## config.mk

```make
export PLATFORM = sky130hd
export DESIGN_NAME = aes_round_ctrl_flat
export DESIGN_NICKNAME = d
export VERILOG_FILES = /design/src/rtl/aes_pkg.sv /design/src/rtl/aes_round_ctrl_if.sv /design/src/rtl/aes_lat_counter.sv /design/src/rtl/aes_round_ctrl.sv /design/src/flat_wrapper.sv
export SDC_FILE = /design/constraint.sdc
export NUM_CORES = 1
export LEC_CHECK = 0
export CORE_UTILIZATION = 54
export CTS_CLUSTER_DIAMETER = 120
export DETAILED_ROUTE_END_ITERATION = 8
export PLACE_DENSITY_LB_ADDON = 0.3
export SETUP_SLACK_MARGIN = 0.5
export SYNTH_ARGS = -nofsm -noshare
export SYNTH_HDL_FRONTEND = slang
export SYNTH_SLANG_ARGS = --single-unit
```

## constraint.sdc

```tcl
create_clock -name clk -period 6 [get_ports clk]
set_clock_uncertainty 0.1 [all_clocks]
set_input_delay 1.5 -clock clk [delete_from_list [all_inputs] [get_ports clk]]
set_output_delay 1.5 -clock clk [all_outputs]
set_load 0.02 [all_outputs]
```

## src/rtl/aes_pkg.sv

```systemverilog
// Shared types and constants for the AES round sequencer.
package aes_pkg;

    // Controller states; the datapath strobes are decoded from these.
    typedef enum logic [2:0] {
        ST_IDLE,
        ST_ARK,
        ST_KEYUPD,
        ST_INC,
        ST_SUB,
        ST_SHIFT,
        ST_MIX,
        ST_DONE
    } ctrl_state_t;

    // key_size encodings as presented at the load interface.
    typedef enum logic [1:0] {
        KS_128  = 2'b00,
        KS_192  = 2'b01,
        KS_256  = 2'b10,
        KS_RSVD = 2'b11
    } key_size_t;

    localparam logic [3:0] NR_128 = 4'd10;
    localparam logic [3:0] NR_192 = 4'd12;
    localparam logic [3:0] NR_256 = 4'd14;

    // Bit positions inside the one-hot operation strobe.
    localparam int OP_ARK   = 0;
    localparam int OP_SUB   = 1;
    localparam int OP_SHIFT = 2;
    localparam int OP_MIX   = 3;

    // Number of rounds for a legal key size; the reserved code never reaches here.
    function automatic logic [3:0] nr_of(input logic [1:0] ks);
        case (ks)
            KS_192:  return NR_192;
            KS_256:  return NR_256;
            default: return NR_128;
        endcase
    endfunction

endpackage

```

## src/rtl/aes_round_ctrl_if.sv

```systemverilog
// Load/done handshake, key-schedule handshake and datapath strobes of the sequencer.
interface aes_round_ctrl_if;
    logic       start;
    logic [1:0] key_size;
    logic       decrypt;
    logic       key_ready;
    logic       ack;
    logic       busy;
    logic       done;
    logic       err;
    logic       key_req;
    logic [3:0] round;
    logic [3:0] key_round;
    logic       inverse;
    logic [3:0] operation;

    // Requester / environment side.
    modport master (
        output start, key_size, decrypt, key_ready, ack,
        input  busy, done, err, key_req, round, key_round, inverse, operation
    );

    // Sequencer side.
    modport slave (
        input  start, key_size, decrypt, key_ready, ack,
        output busy, done, err, key_req, round, key_round, inverse, operation
    );
endinterface

```

## src/rtl/aes_lat_counter.sv

```systemverilog
// S-box latency wait counter: holds LAT while loaded, counts down to zero otherwise.
module aes_lat_counter #(
    parameter int unsigned LAT = 1
) (
    input  logic clk,
    input  logic reset,
    input  logic load,
    output logic expired
);

    logic [1:0] cnt;

    // Reload outside SUB so the first SUB cycle starts from the full latency.
    // NOTE: clocked state uses <= so every register samples pre-edge values.
    always_ff @(posedge clk or negedge reset) begin
        if (!reset) begin
            cnt <= 2'd0;
        end else if (load) begin
            cnt <= 2'(LAT);
        end else if (cnt != 2'd0) begin
            cnt <= cnt - 2'd1;
        end
    end

    assign expired = (cnt == 2'd0);

endmodule

```

## src/rtl/aes_round_ctrl.sv

```systemverilog
// AES round sequencer: walks the round operations and key-schedule handshake.
module aes_round_ctrl
    import aes_pkg::*;
#(
    parameter int unsigned SBOX_LAT        = 1,
    parameter bit          SUPPORT_DECRYPT = 1'b1
) (
    input  logic             clk,
    input  logic             reset,
    aes_round_ctrl_if.slave  bus
);

    ctrl_state_t state;
    ctrl_state_t next_state;
    logic [3:0]  round_q;
    logic [3:0]  nr_q;
    logic        inverse_q;
    logic        busy_q;
    logic        done_q;
    logic        err_q;
    logic        key_req_q;
    logic [3:0]  op_q;
    logic        dec_in;
    logic        load_ok;
    logic        last_round;
    logic        sub_done;

    assign dec_in     = SUPPORT_DECRYPT ? bus.decrypt : 1'b0;
    assign load_ok    = bus.start && (bus.key_size != KS_RSVD);
    assign last_round = (round_q == nr_q);

    aes_lat_counter #(.LAT(SBOX_LAT)) u_lat (
        .clk     (clk),
        .reset   (reset),
        .load    (state != ST_SUB),
        .expired (sub_done)
    );

    // Next-state selection; encrypt and inverse cipher share states in a different order.
    // NOTE: next_state is defaulted first so no path through the case infers a latch.
    always_comb begin
        next_state = state;
        case (state)
            ST_IDLE:   if (load_ok) next_state = ST_ARK;
            ST_ARK:    next_state = ST_KEYUPD;
            ST_KEYUPD: begin
                if (bus.key_ready) begin
                    if (last_round)                          next_state = ST_DONE;
                    else if (inverse_q && round_q != 4'd0)   next_state = ST_MIX;
                    else                                     next_state = ST_INC;
                end
            end
            ST_INC:    next_state = inverse_q ? ST_SHIFT : ST_SUB;
            ST_SUB:    if (sub_done) next_state = inverse_q ? ST_ARK : ST_SHIFT;
            ST_SHIFT: begin
                if (inverse_q)       next_state = ST_SUB;
                else if (last_round) next_state = ST_ARK;
                else                 next_state = ST_MIX;
            end
            ST_MIX:    next_state = inverse_q ? ST_INC : ST_ARK;
            ST_DONE:   if (bus.ack) next_state = ST_IDLE;
            default:   next_state = ST_IDLE;
        endcase
    end

    // State, round bookkeeping and registered outputs decoded from the upcoming state.
    always_ff @(posedge clk or negedge reset) begin
        if (!reset) begin
            state     <= ST_IDLE;
            round_q   <= 4'd0;
            nr_q      <= NR_128;
            inverse_q <= 1'b0;
            busy_q    <= 1'b0;
            done_q    <= 1'b0;
            err_q     <= 1'b0;
            key_req_q <= 1'b0;
            op_q      <= 4'd0;
        end else begin
            state <= next_state;
            if (state == ST_IDLE && load_ok) begin
                nr_q      <= nr_of(bus.key_size);
                inverse_q <= dec_in;
                round_q   <= 4'd0;
            end
            if (state == ST_INC && !last_round) begin
                round_q <= round_q + 4'd1;
            end
            err_q            <= (state == ST_IDLE) && bus.start && (bus.key_size == KS_RSVD);
            busy_q           <= !(next_state inside {ST_IDLE, ST_DONE});
            done_q           <= (next_state == ST_DONE);
            key_req_q        <= (next_state == ST_KEYUPD);
            op_q[OP_ARK]     <= (next_state == ST_ARK);
            op_q[OP_SUB]     <= (next_state == ST_SUB);
            op_q[OP_SHIFT]   <= (next_state == ST_SHIFT);
            op_q[OP_MIX]     <= (next_state == ST_MIX);
        end
    end

    assign bus.busy      = busy_q;
    assign bus.done      = done_q;
    assign bus.err       = err_q;
    assign bus.key_req   = key_req_q;
    assign bus.round     = round_q;
    assign bus.key_round = inverse_q ? (nr_q - round_q) : round_q;
    assign bus.inverse   = inverse_q;
    assign bus.operation = op_q;

endmodule

```

## src/flat_wrapper.sv

```systemverilog
// flat-port wrapper written by rule: the top's interface ports become plain ports
module aes_round_ctrl_flat import aes_pkg::*;
#(
    parameter int unsigned SBOX_LAT        = 1,
    parameter bit          SUPPORT_DECRYPT = 1'b1
)
  (clk, reset, bus_start, bus_key_size, bus_decrypt, bus_key_ready, bus_ack, bus_busy, bus_done, bus_err, bus_key_req, bus_round, bus_key_round, bus_inverse, bus_operation);
  aes_round_ctrl_if bus_i ();
  input  logic clk;
  input  logic reset;
  input wire logic [$bits(bus_i.start)-1:0] bus_start;
  input wire logic [$bits(bus_i.key_size)-1:0] bus_key_size;
  input wire logic [$bits(bus_i.decrypt)-1:0] bus_decrypt;
  input wire logic [$bits(bus_i.key_ready)-1:0] bus_key_ready;
  input wire logic [$bits(bus_i.ack)-1:0] bus_ack;
  output wire logic [$bits(bus_i.busy)-1:0] bus_busy;
  output wire logic [$bits(bus_i.done)-1:0] bus_done;
  output wire logic [$bits(bus_i.err)-1:0] bus_err;
  output wire logic [$bits(bus_i.key_req)-1:0] bus_key_req;
  output wire logic [$bits(bus_i.round)-1:0] bus_round;
  output wire logic [$bits(bus_i.key_round)-1:0] bus_key_round;
  output wire logic [$bits(bus_i.inverse)-1:0] bus_inverse;
  output wire logic [$bits(bus_i.operation)-1:0] bus_operation;
  assign bus_i.start = bus_start;
  assign bus_i.key_size = bus_key_size;
  assign bus_i.decrypt = bus_decrypt;
  assign bus_i.key_ready = bus_key_ready;
  assign bus_i.ack = bus_ack;
  assign bus_busy = bus_i.busy;
  assign bus_done = bus_i.done;
  assign bus_err = bus_i.err;
  assign bus_key_req = bus_i.key_req;
  assign bus_round = bus_i.round;
  assign bus_key_round = bus_i.key_round;
  assign bus_inverse = bus_i.inverse;
  assign bus_operation = bus_i.operation;
  aes_round_ctrl #(.SBOX_LAT(SBOX_LAT), .SUPPORT_DECRYPT(SUPPORT_DECRYPT)) u_core (.clk(clk), .reset(reset), .bus(bus_i));
endmodule
```

==> flow_summary.yaml <==
clocking:
  cts_root_buf: "clkbuf_4"
  cts_inserted_buffers: 3
  clock_sinks: 20
  cts_setup_buffers: 0
  cts_max_path_buffers: 2
  cts_tree: "done"
  htree_levels: 1
  holdBufCountCts: 0
  cts_resized: 0
  clk_latency_ns: 0.31
  clk_pin_slew_ns: 0.11
route:
  first_pass_iters: 4
  routed_wirelength_um: 2360
  drt.antenna.violating_nets: 0
  drt_iter0_markers: 11
  num_vias: 981
  avgViaCountPerCell: 5.80
  route.detailed.drc: 0
  routedWlPerCell_um: 13.9
hold_path:
  hp-class: "reg2reg"
final_layout:
  syn_to_final_growth_pct: 22.0
  fillers: 156
  nNetsFinal: 160
  layout-drive-gt1-share_pct: 7.75
  insertedDiodeCount: 0
worst_setup_path:
  critPathSlowestCell: "clkdlybuf4s50_1"
  crit_family: "buffers and inverters"
  cp.required_ns: 4.40
  critical_path_class: "reg2out"
  crit_fanout: 7
  worst_path_largest_cell_delay_ns: 0.62
  worstPathCellList: "inv_1, ha_1, a21oi_1, nor2b_1, o21ai_0, xnor2_1, clkdlybuf4s50_1"
  worstSetupStartpointType: "flip-flop"
  end_kind: "primary output"
  path_buf_inv: 2
  crit_arrival_ns: 2.42
sta:
  period_share_pct: 67.0
  tightest_slew_ns: 0.874
  drv_slew: 0
  hold_viol_final: 0
  holdWs_ns: 0.423
  setup_violations: 0
  maxClockFrequency_mhz: 249
  relSlewSlack_pct: 41.5
  fin_ws_ns: 1.98
  rsz0062_at_grt: "no"
  finalSetupTns_ns: 0
  period_needed_ns: 4.02
logic_synthesis:
  syn_nets: 137
  ys.flop_type: "dfrtp_1"
  syn_avg_cell_area_um2: 10.2
  ys_seq_area_share_pct: 41.1
  async_flop_share_pct: 100
  synth-seq-cells: 20
  synth_cells: 120
  yosys_warnings: 0
  synth.distinct_cells: 44
  synth_edf_count: 0
  syn_area_mm2: 0.00122
global_routing:
  grt_overflow_total: 0
  antenna_found_initial: 0
  grt_pass1_vias: 980
  grtUsageTotal_pct: 22.7
  grt_max_degree: 21
  grt_pass1_wl_um: 4220
outcome:
  status: "finished clean"
power:
  swShare_pct: 45.3
  netSwitchingPower_mw: 0.360
  clkPwrFrac_pct: 10.0
  p_per_area_mw_per_mm2: 534
  ir_drop_v: 0.000395
  p_seq_share_pct: 32.5
  p_leak_nw: 0.637
  power_frac_comb_pct: 57.5
  intPower_mw: 0.436
place:
  port_buffers: 24
  place_ws_ns: 2.33
  place.gp.congestion: 0.806
  dpl.hpwl_um: 1750
floorplanning:
  core_mm2: 0.00204
  io_pins: 25
  initial_utilization_pct: 59.8
  die_width_um: 49.6
  die_area_mm2: 0.00246
  fp.dieH_um: 49.6
  rows: 16
run:
  max_cap_viol_count: 0
[area by class of cell]
cell class / instances / area, um2 / share of cell area, %
multi-input combinational: 83 / 637 / 42.7
sequential: 20 / 502 / 33.7
timing repair buffer: 24 / 240 / 16.1
inverter: 11 / 41.3 / 2.77
clock buffer: 4 / 36.3 / 2.43
tap: 27 / 33.8 / 2.27
[power groups by stage]
stage               Clock (mW)  Combinational, mW  Sequential, mW
floorplan                    0              0.328           0.250
global placement             0              0.444           0.255
detailed placement           0              0.456           0.259
CTS                     0.0802              0.459           0.256
global route            0.0839              0.504           0.268
finish                  0.0795              0.458           0.258
[state kept, by name (all words and copies together), names as in the netlist]
name	count
u_core.bus.round	4
u_core.bus.err	1
u_core.u_lat.cnt	2
u_core.bus.key_req	1
u_core.bus.done	1
u_core.bus.busy	1
u_core.bus.inverse	1
u_core.state	3
u_core.bus.operation	4
u_core.nr_q	2
[cells in the final DEF, fill, tap and decap left out, types with 3 or more instances in the layout]
| cell | n |
|---|---|
| nand2_1 | 9 |
| o21ai_0 | 9 |
| inv_1 | 11 |
| xnor2_1 | 3 |
| ha_1 | 8 |
| a21oi_1 | 5 |
| nor2_1 | 7 |
| clkbuf_4 | 3 |
| clkdlybuf4s50_1 | 24 |
| dfrtp_1 | 19 |
[routing by layer]
metal / vias up / part of all wire, % / GRT usage (%)
met5: - / 0 / 0
met4: 0 / 1.1 / 9.52
met3: 5 / 5.6 / 4.01
met2: 32 / 48 / 36.0
met1: 473 / 46 / 30.2
li1: 471 / - / -
[final timing paths]
path / startpoint / end / slack, ns / depth (start not counted)
max: u_core.bus.round[1] / bus_key_round[3] / 1.98 / 7
max reg2reg: u_core.bus.round[1] / u_core.bus.busy / 3.52 / 8
max in group asynchronous: reset / u_core.state[1] / 3.69 / 1
min: u_core.u_lat.cnt[0] / u_core.u_lat.cnt[0] / 0.42 / 2
min reg2reg: u_core.u_lat.cnt[0] / u_core.u_lat.cnt[0] / 0.42 / 2
min in group asynchronous: reset / u_core.bus.round[0] / 1.57 / 1
[worst register-to-register path, stage by stage, from the launching register on]
cell	delay (ns)
dfrtp_1	0.50
inv_1	0.13
ha_1	0.33
ha_1	0.23
nand3_4	0.12
mux2_4	0.32
a21o_1	0.20
a211oi_2	0.26
o21ba_1	0.18
[cell families (layout without fill, tap and decap cells)]
group,after synthesis,count (layout),synth area share [%]
flip-flops,20,20,41.1
buffers and inverters,17,39,6.76
multiplexers,3,3,2.87
AND/OR/NAND/NOR,37,37,19.5
XOR/XNOR,4,4,2.87
adder cells (fa/ha/maj),9,9,9.84
AO/OA/AOI/OAI,30,30,17.1
[cell usage after synthesis, drive strengths merged (2+ instances only)]
| library cell | count | area share (%) |
|---|---|---|
| a211oi | 2 | 2.0 |
| mux2i | 2 | 1.6 |
| a31oi | 2 | 1.0 |
| ha | 8 | 8.2 |
| nor3b | 3 | 2.3 |
| and2 | 2 | 1.0 |
| buf | 6 | 3.4 |
| dfrtp | 19 | 39 |
| a311o | 2 | 1.6 |
| nand3 | 2 | 1.8 |
| nor2b | 2 | 1.0 |
| nand3b | 2 | 1.2 |
| nor2 | 7 | 2.2 |
| a21oi | 5 | 2.0 |
| xnor2 | 3 | 2.2 |
| o21ai | 9 | 3.7 |
| nor4b | 2 | 1.4 |
| nand2 | 9 | 2.8 |
| nand4bb | 2 | 1.8 |
| inv | 11 | 3.4 |
[through the flow]
| step | area, um2 | std cells | utilization, % | power, mW |
|---|---|---|---|---|
| after CTS | 1490 | 169 | 73.0 | 0.795 |
| after global placement | 1450 | 165 | 71.2 | 0.699 |
| after floorplan | 1220 | 120 | - | 0.578 |
| after global routing | 1490 | 169 | 73.0 | 0.857 |
| after detailed placement | 1450 | 165 | 71.2 | 0.715 |
| final | 1490 | 169 | 73.0 | 0.796 |
(Power assumes the default switching activity.)
